$ cat config.mk
export PLATFORM = sky130hd
export DESIGN_NAME = seq_gen
export DESIGN_NICKNAME = d
export VERILOG_FILES = /design/src/rtl/seq_gen.sv
export SDC_FILE = /design/constraint.sdc
export NUM_CORES = 1
export LEC_CHECK = 0
export ABC_CLOCK_PERIOD_IN_PS = 1620
export CORE_MARGIN = 3
export CORE_UTILIZATION = 45
export DETAILED_ROUTE_END_ITERATION = 8
export GPL_TIMING_DRIVEN = 0
export PLACE_DENSITY = 0.74
export SYNTH_ARGS = -nofsm -noshare
export SYNTH_HDL_FRONTEND = slang
export SYNTH_SLANG_ARGS = --single-unit
$ cat constraint.sdc
create_clock -name clk -period 1.62 [get_ports clk]
set_input_delay 0.405 -clock clk [delete_from_list [all_inputs] [get_ports clk]]
set_output_delay 0.405 -clock clk [all_outputs]
set_load 0.05 [all_outputs]
$ cat src/rtl/seq_gen.sv
`default_nettype none
// ============================================================================
// Module  : seq_gen
// Brief   : Serial pattern transmitter. Sends PATTERN MSB-first, repeated
//           repeat_n times, with optional idle gap between frames.
// Rev     : 1.0 - initial release
// ============================================================================
module seq_gen #(
    parameter int               PAT_W   = 7,
    parameter logic [PAT_W-1:0] PATTERN = 7'b1110010,
    parameter int               CNT_W   = 4,
    parameter int               GAP_CYC = 2
) (
    input  logic             clk,
    input  logic             reset,
    input  logic             start,
    input  logic [CNT_W-1:0] repeat_n,
    input  logic             en,
    input  logic             abort,
    output logic             dout,
    output logic             dout_vld,
    output logic             busy,
    output logic             done,
    output logic [1:0]       state
);

    localparam int c_idx_w = $clog2(PAT_W);
    localparam int c_gap_w = (GAP_CYC > 1) ? $clog2(GAP_CYC) : 1;
    localparam logic [c_idx_w-1:0] c_idx_top  = c_idx_w'(PAT_W - 1);
    localparam logic [c_gap_w-1:0] c_gap_load = (GAP_CYC > 0) ? c_gap_w'(GAP_CYC - 1) : '0;

    typedef enum logic [1:0] {
        S_IDLE = 2'd0,
        S_SEND = 2'd1,
        S_GAP  = 2'd2,
        S_DONE = 2'd3
    } state_t;

    state_t             r_state, w_state_nxt;
    logic [c_idx_w-1:0] r_idx,   w_idx_nxt;
    logic [CNT_W-1:0]   r_frm,   w_frm_nxt;
    logic [c_gap_w-1:0] r_gap,   w_gap_nxt;

    always_ff @(posedge clk or negedge reset) begin
        if (!reset) begin
            r_state <= S_IDLE;
            r_idx   <= c_idx_top;
            r_frm   <= '0;
            r_gap   <= '0;
        end else begin
            r_state <= w_state_nxt;
            r_idx   <= w_idx_nxt;
            r_frm   <= w_frm_nxt;
            r_gap   <= w_gap_nxt;
        end
    end

    always_comb begin
        w_state_nxt = r_state;
        w_idx_nxt   = r_idx;
        w_frm_nxt   = r_frm;
        w_gap_nxt   = r_gap;
        // Abort outranks both the bit strobe and burst completion
        if (abort && (r_state != S_IDLE)) begin
            w_state_nxt = S_IDLE;
            w_idx_nxt   = c_idx_top;
            w_frm_nxt   = '0;
            w_gap_nxt   = '0;
        end else begin
            case (r_state)
                S_IDLE: begin
                    if (start && (repeat_n != '0)) begin
                        w_state_nxt = S_SEND;
                        w_frm_nxt   = repeat_n;
                        w_idx_nxt   = c_idx_top;
                    end
                end
                S_SEND: begin
                    if (en) begin
                        if (r_idx != '0) begin
                            w_idx_nxt = r_idx - 1'b1;
                        end else begin
                            w_idx_nxt = c_idx_top;
                            w_frm_nxt = r_frm - 1'b1;
                            if (r_frm == CNT_W'(1)) begin
                                w_state_nxt = S_DONE;
                            end else if (GAP_CYC > 0) begin
                                w_state_nxt = S_GAP;
                                w_gap_nxt   = c_gap_load;
                            end
                        end
                    end
                end
                S_GAP: begin
                    if (en) begin
                        if (r_gap == '0) begin
                            w_state_nxt = S_SEND;
                        end else begin
                            w_gap_nxt = r_gap - 1'b1;
                        end
                    end
                end
                S_DONE: begin
                    w_state_nxt = S_IDLE;
                    w_idx_nxt   = c_idx_top;
                    w_frm_nxt   = '0;
                    w_gap_nxt   = '0;
                end
                default: begin
                    w_state_nxt = S_IDLE;
                    w_idx_nxt   = c_idx_top;
                    w_frm_nxt   = '0;
                    w_gap_nxt   = '0;
                end
            endcase
        end
    end

    // Moore decode; dout_vld alone follows the live strobe
    assign dout     = (r_state == S_SEND) ? PATTERN[r_idx] : 1'b0;
    assign dout_vld = (r_state == S_SEND) && en;
    assign busy     = (r_state != S_IDLE);
    assign done     = (r_state == S_DONE);
    assign state    = r_state;

endmodule
`default_nettype wire

-- Word-level counts from Yosys, hierarchy flattened
Memories as Yosys holds them, arrays and structs flattened.
Index checks and enable logic that the tools add are counted.
W data, S select, Z words.
- word-level logic and storage cells: 59
- input port bits: 9
- flip-flop bits (word level): 10
- memories: 1
- output and inout port bits: 6
- ROM bits: 8
- $add $sub $neg: 3
- reduce and logical (&&, ||, !) cells: 13
- $lt $le $gt $ge: 1
- eq/ne operators: 10
- mux-type cells: 27
- memories (memory ; words ; bits a word ; rd ports ; clocked after memory_dff ; write ports ; RTL line ; text):
    (no name shown) ; 8 ; 1 ; 1 ; 0 ; 0 ; 120 ; assign dout = (r_state == S_SEND) ? PATTERN[r_idx] : 1'b0;
- operators with widths (operator ; number):
    $ne A3 B3 Y1 const B ; 6
    $mux W4 ; 4
    $mux W2 ; 6
    $mux W3 ; 4
    $pmux W4 S3 ; 1
    $reduce_bool A4 Y1 ; 3
    $reduce_and A5 Y1 ; 2
    $mux W1 ; 9
    $pmux W3 S3 ; 1
    $pmux W2 S4 ; 1
    $eq A2 B2 Y1 const B ; 2
    $eq A4 B1 Y1 const B ; 1
    $lt A3 B4 Y1 const B ; 1
    $reduce_and A4 Y1 ; 1
    $sub A4 B1 Y4 const B ; 1
    $logic_and A1 B1 Y1 ; 3
    $pmux W1 S3 ; 1
    $reduce_and A3 Y1 ; 1
    $reduce_bool A3 Y1 ; 1
    $sub A3 B1 Y3 const B ; 1
    $eq A2 B1 Y1 const B ; 1
    $logic_not A2 Y1 ; 1
    $reduce_bool A2 Y1 ; 1
    $sub A1 B1 Y1 const B ; 1

-- Logic depth before layout (Yosys ltp)
Gate-level depths: netlist of the first run.
- word-level depth: 6
- mapped depth: 6
- gate-level depth less buffers: 6

-- Worst setup path before layout of the first run
No wires, ideal clock.
- path kind: reg-to-output
- start: register r_state[1] (netlist: state[1])
- end: output dout
- required time: 1215 ps
- data arrival time: 1713 ps
- cell stages (with the launch flop): 4
- path buffers: 1
- path slack: -498 ps
- cell sequence: dfrtp_1 -> buf_4 -> nand2b_1 -> nor2_1
- longest elaborated chain between the ends: 2
- RTL lines (what ; RTL line ; text):
    start: declaration ; 39 ; state_t r_state, w_state_nxt;
    start signal: assignment ; 51 ; r_state <= w_state_nxt;
    $eq A2 B1 Y1 ; 120 ;
    $mux W1 ; 120 ;
    end: declaration ; 20 ; output logic dout,
No other way between the ends.

-- Worst setup path in the final report of the first run
- start: register r_idx[1]
- end: output dout
- longest elaborated chain between the ends: 3
- RTL lines (what ; RTL line ; text):
    start: declaration ; 40 ; logic [c_idx_w-1:0] r_idx, w_idx_nxt;
    start signal: assignment ; 47 ; r_idx <= c_idx_top;
    start signal: assignment ; 52 ; r_idx <= w_idx_nxt;
    $mem_v2 Z8 W1 ; - ;
    $mux W1 (not written as such) ; 120 ;
    $mux W1 ; 120 ;
No other way between the ends. The select of a mux whose other input is x is not followed.

==> results of run 1 <==
kinds of logic (layout without fill, tap and decap cells):
kind of cell               after synthesis  after routing  share of synthesized area [%]
AOI/OAI and AO/OA                       22             22                           25.4
adders and majority gates                5              5                           8.10
and+or+nand+nor                         31             31                           24.2
buffers and inverters                   10             35                           6.32
DFF                                     10             10                           32.7
muxes                                    2              2                           3.24
worst max-delay path: cells and delay by family, from the launching register on:
family	cells	cell delay (ns)
DFF	1	0.56
buffers and inverters	2	0.19
adders and majority gates	1	0.15
and+or+nand+nor	2	0.13
per-layer routing:
layer / GRT usage [%] / vias up / part of all wire [%] / wire length (um)
met1: 23.1 / 319 / 47 / 847
met4: 6.08 / 0 / 1.1 / 19
li1: - / 343 / - / -
met3: 3.38 / 3 / 2.7 / 48
met2: 29.7 / 12 / 49 / 874
met5: 0 / - / 0 / 0
final timing paths:
kind / start / end / slack (ns) / cells past startpoint
setup reg to reg: r_idx[0] / r_frm[2] / -0.02 / 6
hold reg to reg: r_gap / r_gap / 0.51 / 2
max in group asynchronous: reset / state[0] / 0.82 / 1
setup / recovery: r_idx[1] / dout / -0.08 / 5
hold / removal: reset / r_frm[3] / 0.45 / 1
min in group clk: r_gap / r_gap / 0.51 / 2
layout make-up:
cell class | count | area [um2]
clock buffer | 4 | 36.3
fill | 137 | 464
tap | 16 | 20.0
multi-input combinational | 60 | 539
timing repair buffer | 21 | 189
sequential | 10 | 255
inverter | 8 | 32.5
buffer | 2 | 22.5
cells in the final DEF, fill, tap and decap left out, types with 2 or more instances in the layout:
master                            netlist  layout
sky130_fd_sc_hd__buf_6                  1       4
sky130_fd_sc_hd__inv_1                  8       6
sky130_fd_sc_hd__ha_1                   5       3
sky130_fd_sc_hd__dfrtp_1                8       6
sky130_fd_sc_hd__buf_4                  1       8
sky130_fd_sc_hd__nor2_1                 7       3
sky130_fd_sc_hd__a21oi_1                3       3
sky130_fd_sc_hd__nand2_1                4       4
sky130_fd_sc_hd__o21ai_0                3       3
sky130_fd_sc_hd__dfstp_2                2       2
sky130_fd_sc_hd__nand3b_1               3       3
sky130_fd_sc_hd__clkdlybuf4s50_1        0       2
sky130_fd_sc_hd__a22o_1                 3       3
sky130_fd_sc_hd__nand2b_1               4       3
sky130_fd_sc_hd__o2bb2ai_1              3       3
sky130_fd_sc_hd__dfrtp_2                0       2
sky130_fd_sc_hd__dlygate4sd2_1          0       5
sky130_fd_sc_hd__nand3_1                2       2
sky130_fd_sc_hd__nor2_4                 1       4
sky130_fd_sc_hd__clkbuf_4               0       3
where the power goes:
part / switching [mW] / leakage, nW / total [mW] / internal [mW]
sequential: 0.0508 / 0.124 / 0.354 / 0.304
combinational: 0.259 / 0.355 / 0.482 / 0.223
clock: 0.0995 / 0.0210 / 0.236 / 0.137
metrics by stage:
stage | std cells | TNS (ns) | power, mW | util (%)
after floorplan | 80 | -0.00237 | 0.665 | -
final | 121 | -0.154 | 1.07 | 70.2
after global placement | 110 | -4.19 | 0.781 | 61.6
after CTS | 115 | -0.232 | 1.05 | 65.2
after detailed placement | 110 | -4.26 | 0.790 | 61.6
after global routing | 121 | -0.304 | 1.14 | 70.2
state kept, by name, summed over array words and instances (netlist names):
register  cells
r_frm         4
r_gap         1
r_idx         3
state         2
what timing repair did:
| item | 4_1_cts | 5_1_grt |
|---|---|---|
| setup buffers | 1 | 6 |
| gates cloned | 0 | 0 |
| endpoints found under the setup margin | 12 | 12 |
| pin swaps | 4 | 3 |
| resized for setup | 38 | 17 |
==> results.txt, run 1 <==
----------------------------------------------------
[Run status]
  Run status ... complete, but fails checks
  Violated checks ... negative setup slack

[Routing]
  DR WL/cell ... 14.8 um
  Via density per instance ... 5.60
  Detail Route Antenna Nets ... 0
  Remaining design rule violation count ... 0
  DRT iter0 DRCs ... 16
  Vias ... 677
  Wire length after detailed routing ... 1790 um
  Length of the first detailed-routing pass in iterations ... 4

[Global route]
  Initial antenna violation count ... 0
  Largest net degree at the start of global routing ... 11
  Global route total overflow ... 0
  Vias in the first global route ... 670
  First-pass GRT wire length ... 2840 um
  Gr usage total ... 17.9%

[Synthesis]
  Number of enable-type register cells in the synthesized netlist ... 0
  Distinct cells, synth ... 37
  Synth Instances ... 80
  Dominant cell type by area after synthesis ... sky130_fd_sc_hd__dfrtp_1
  Mean instance size in the synthesized netlist ... 9.65 um2
  Synthesized Nets ... 94
  Fraction of post-synthesis cell area in the top cell type by area ... 25.9%
  Proportion of synthesized chip area in sequential cells ... 32.7%
  Share of async-settable or async-resettable flops after synthesis ... 100%
  Number of synthesis warnings ... 0
  Syn Std Cell Area ... 772 um2
  Leading cell types by total area after synthesis ... sky130_fd_sc_hd__dfrtp_1, sky130_fd_sc_hd__ha_1, sky130_fd_sc_hd__dfstp_2
  Synth Flop Type ... sky130_fd_sc_hd__dfrtp_1
  Ranking of synthesized cells by instance count ... sky130_fd_sc_hd__dfrtp_1, sky130_fd_sc_hd__inv_1, sky130_fd_sc_hd__nor2_1
  #FFs+latches synth ... 10

[Worst setup path]
  Crit path required time ... 1.21 ns
  Kind of end point of the critical path ... output port
  Largest fanout on the critical path ... 3
  Cell mode on critical path ... sky130_fd_sc_hd__nor2_4
  Worst-path cell chain ... inv_4, ha_4, nor2_4, nor2_4, buf_8
  Delay of the slowest cell on the worst path ... 0.56 ns
  Type of origin of the critical path ... flop
  WS Path Type ... reg -> out
  Slowest cell on crit path ... sky130_fd_sc_hd__dfstp_2
  Crit path DAT ... 1.30 ns

[Placement]
  Detail Placement HPWL ... 1250 um
  DP Worst Slack ... -0.823 ns
  Placer congestion estimate ... 0.793
  Area of placed instances ... 960 um2
  Input/output buffers ... 14

[Die]
  Effective utilization at floorplan ... 49.5%
  Floorplan die area ... 2250 um2
  Number of rows in the core area ... 14
  Number of I/O pins ... 15
  Die boundary width ... 47.4 um
  Overall die height ... 47.4 um
  Placeable core region ... 1560 um2

[Timing]
  Maximum clock frequency ... 587 MHz
  Max Clock Skew ... 0.00135 ns
  Final Hold Fails ... 0
  Slew Limit Headroom ... 67.8%
  Min cycle time layout ... 1.70 ns
  Final worst-path setup slack ... -0.0848 ns
  Number of slew-limit violations in the final report ... 0
  Slew at the pin with the worst max-slew slack ... 0.485 ns
  Period utilisation layout ... 105%
  # setup viols final ... 3
  RSZ-0062 raised after global routing ... true
  Hold slack ... 0.450 ns

[Clocking]
  Clock latency reported for the late side of the worst-skew pair ... 0.27 ns
  Largest buffer count on any clock path ... 2
  Level count of the clock H-tree ... 1
  Root Driver ... sky130_fd_sc_hd__clkbuf_4
  CTS tree ... yes
  Cts hold-fix bufs ... 0
  Number of clock buffers inserted by TritonCTS ... 3
  Clock transition time at the flip-flop clock pins of the worst setup and hold paths ... 0.07 ns
  Sink count of the clock tree ... 10

[Finish]
  Total non-filler cell area in the finished layout ... 1090 um2
  Layout cell share with drive strength beyond 1 ... 41.0%
  Count of antenna diodes in the layout ... 0
  Area Overhead vs Synth ... 41.8%
  Number of nets in the final layout ... 120

[Power and ir drop]
  Total power density per cell area ... 980 nW/um2
  Worst vdd rail ir drop ... 0.000684 V
  Static Leakage ... 0.500 nW

[Job]
  Maximum Capacitance Violations ... 0

[Hold path]
  Hold Crit Class ... in -> async

----------------------------------------------------
No activity file was read; power rests on OpenSTA's default activity.
==> run 2: changes to the inputs <==
- CTS_CLUSTER_DIAMETER: default -> 30
- CTS_CLUSTER_SIZE: default -> 40
- REMOVE_ABC_BUFFERS: default -> 1
==> run 2 against run 1 <==
The run still ends with negative setup slack left. Setup slack better by 0.014 ns. Sequential cell count unchanged. Core utilization down 1.8 points. Non-clock buffer count up 1. Critical endpoint unchanged. Count of clock-buffer cells in the layout unchanged. Global-route usage up 0.22 points. Worst hold slack about the same. Highest routed layer unchanged. Critical path type unchanged. Total power down 4.3%. Clock skew up 0.0024 ns. Via count up 0.30%. Cell count up 0.83%.
==> results.txt, run 2 (same netlist as run 1, synthesis figures left out) <==
----------------------------------------------------
[Worst setup path]
  Worst-path cell chain ... inv_2, ha_2, nor2_1, nor2_1, buf_6
  Register-to-register setup slack ... -0.03 ns (about the same)
  Slowest cell on crit path ... sky130_fd_sc_hd__dfstp_2
  Buffers & Inverters on Critical Path ... 2 (unchanged)
  Crit path DAT ... 1.29 ns (about the same)
  Reg-to-reg startpoint ... r_idx[0]
  Family of cells with the greatest summed delay on the critical path ... flip-flops
  Crit path required time ... 1.21 ns (about the same)
  Kind of end point of the critical path ... output port
  CP Launch Point ... r_idx[1]
  WS Path Type ... reg -> out
  Delay of the slowest cell on the worst path ... 0.54 ns (-0.02 ns)
  Capture point of the critical path ... dout
  Critical Path Stages ... 5 (unchanged)
  Endpoint of the worst register-to-register path ... r_frm[2]
  Type of origin of the critical path ... flop
  Cell mode on critical path ... sky130_fd_sc_hd__nor2_1
  Worst r2r path cells ... 6 (unchanged)
  Largest fanout on the critical path ... 3 (unchanged)

[Global route]
  M2 GR Usage ... 28.6% (-1.1 points)
  Met1 track utilization from global routing ... 24.4% (+1.3 points)
  Most Used Layer, Global Route ... met2
  GR Layer Usage met3 ... 2.26% (-1.1 points)
  Vias in the first global route ... 670 (unchanged)
  Largest net degree at the start of global routing ... 11 (unchanged)
  Gr usage total ... 18.1% (+0.22 points)
  First-pass GRT wire length ... 2850 um (+0.49%)
  Initial antenna violation count ... 0 (unchanged)
  Global route total overflow ... 0 (unchanged)

[Finish]
  Area of combinational cells with multiple inputs ... 508 um2 (-5.8%)
  Layout cell share with drive strength beyond 1 ... 38.7% (-2.3 points)
  Top library cells by usage in the layout, fill and taps aside ... sky130_fd_sc_hd__buf_4, sky130_fd_sc_hd__inv_1, sky130_fd_sc_hd__dfrtp_1
  Non-filler cells, final ... 122 (+0.83%)
  Number of nets in the final layout ... 121 (+0.83%)
  Largest register FFs ... 4 (unchanged)
  Core Util, Final ... 68.4% (-1.8 points)
  Area Overhead vs Synth ... 38.1%
  Register ranked first by flip-flop count ... r_frm
  Filler cells ... 105 (-23%)
  Total area of sequential cells ... 255 um2 (unchanged)
  Most common cell after layout, fill and taps aside ... sky130_fd_sc_hd__buf_4
  Total non-filler cell area in the finished layout ... 1070 um2 (-2.6%)
  Count of antenna diodes in the layout ... 0 (unchanged)

[Routing]
  Via density per instance ... 5.57 (-0.53%)
  Remaining design rule violation count ... 0 (unchanged)
  Vias ... 679 (+0.30%)
  DR WL/cell ... 15.0 um (+1.6%)
  Wire length after detailed routing ... 1830 um (+2.4%)
  Detail Route Antenna Nets ... 0 (unchanged)
  Length of the first detailed-routing pass in iterations ... 2 (-2)
  DRT iter0 DRCs ... 15 (-1)

[Die]
  Number of I/O pins ... 15 (unchanged)
  Die boundary width ... 47.4 um (unchanged)
  Overall die height ... 47.4 um (unchanged)
  Floorplan die area ... 2250 um2 (unchanged)
  Effective utilization at floorplan ... 49.5% (unchanged)
  Number of rows in the core area ... 14 (unchanged)
  Placeable core region ... 1560 um2 (unchanged)

[Job]
  Maximum Capacitance Violations ... 0 (unchanged)

[Placement]
  DP Worst Slack ... -0.787 ns (+0.0356 ns)
  Area of placed instances ... 913 um2 (-4.8%)
  Input/output buffers ... 14 (unchanged)
  Placer congestion estimate ... 0.801 (+0.98%)
  Detail Placement HPWL ... 1270 um (+1.6%)
  Placed instance count ... 108 (-1.8%)

[Timing]
  Slew at the pin with the worst max-slew slack ... 0.475 ns (-0.00999 ns)
  RSZ-0062 raised after global routing ... true
  # setup viols final ... 2 (-1)
  Total negative slack for setup checks ... -0.0966 ns (+0.0569 ns)
  Min cycle time layout ... 1.69 ns (-0.0143 ns)
  Maximum clock frequency ... 592 MHz (+0.84%)
  Period utilisation layout ... 104% (-0.88 points)
  Final worst-path setup slack ... -0.0705 ns (+0.0143 ns)
  Number of slew-limit violations in the final report ... 0 (unchanged)
  Slew Limit Headroom ... 68.3% (+0.44 points)
  Final Hold Fails ... 0 (unchanged)
  Max Clock Skew ... 0.00373 ns (+0.00238 ns)

[Clocking]
  Clock transition time at the flip-flop clock pins of the worst setup and hold paths ... 0.07 ns (about the same)
  Largest buffer count on any clock path ... 2 (unchanged)
  Level count of the clock H-tree ... 1 (unchanged)
  CTS tree ... yes
  Clock latency reported for the late side of the worst-skew pair ... 0.28 ns (about the same)
  Root Driver ... sky130_fd_sc_hd__clkbuf_4
  Cts hold-fix bufs ... 0 (unchanged)
  Number of clock buffers inserted by TritonCTS ... 3 (unchanged)
  Sink count of the clock tree ... 10 (unchanged)

[Power and ir drop]
  Worst vdd rail ir drop ... 0.000564 V (-18%)
  Static Leakage ... 0.494 nW (-1.2%)
  Total power density per cell area ... 964 nW/um2 (-1.7%)

[Run status]
  Violated checks ... negative setup slack
  Run status ... complete, but fails checks

[Hold path]
  Hold Crit Class ... in -> async

----------------------------------------------------
## run 2: layer usage
| metal | wire [um] | vias to the layer above |
|---|---|---|
| met2 | 878 | 9 |
| met1 | 879 | 326 |
| met5 | 0 | - |
| met4 | 24 | 0 |
| li1 | - | 342 |
| met3 | 50 | 2 |
## run 2: final cells by class
cell class              instances  area share [%]
multi-input cells              60            47.7
inverters                       8            2.82
well taps                      16            1.88
clock buffers                   4            2.46
flip-flops and latches         10            23.9
repair buffers                 24            21.2
## run 2: how the worst min path moves through the flow
stage,depth (start not counted),startpoint,slack [ns],end
6_report,1,reset,0.45,r_frm[0]
5_1_grt,1,reset,0.47,r_frm[3]
4_1_cts,1,reset,0.47,r_frm[1]
3_5_place_dp,2,r_gap,0.49,r_gap
3_3_place_gp,2,r_gap,0.48,r_gap
2_1_floorplan,0,reset,0.11,r_frm[0]
## run 2: timing repair
action	in CTS	in global routing
resized for setup	47	5
endpoints found under the hold margin	0	0
pin swaps	1	2
setup buffers	6	4
setup endpoints to repair	12	8
## run 2: power by group
part           switching (mW)  total, mW  internal [mW]
Combinational           0.247      0.482          0.235
Clock                  0.0943      0.190         0.0956
Sequential             0.0519      0.355          0.304
Total                   0.393       1.03          0.634
## run 2: per-stage QoR
step | hold WS, ns | power [mW]
2_1_floorplan | 0.109 | 0.633
3_3_place_gp | 0.481 | 0.749
3_5_place_dp | 0.492 | 0.759
4_1_cts | 0.472 | 1.00
5_1_grt | 0.466 | 1.11
6_report | 0.450 | 1.03
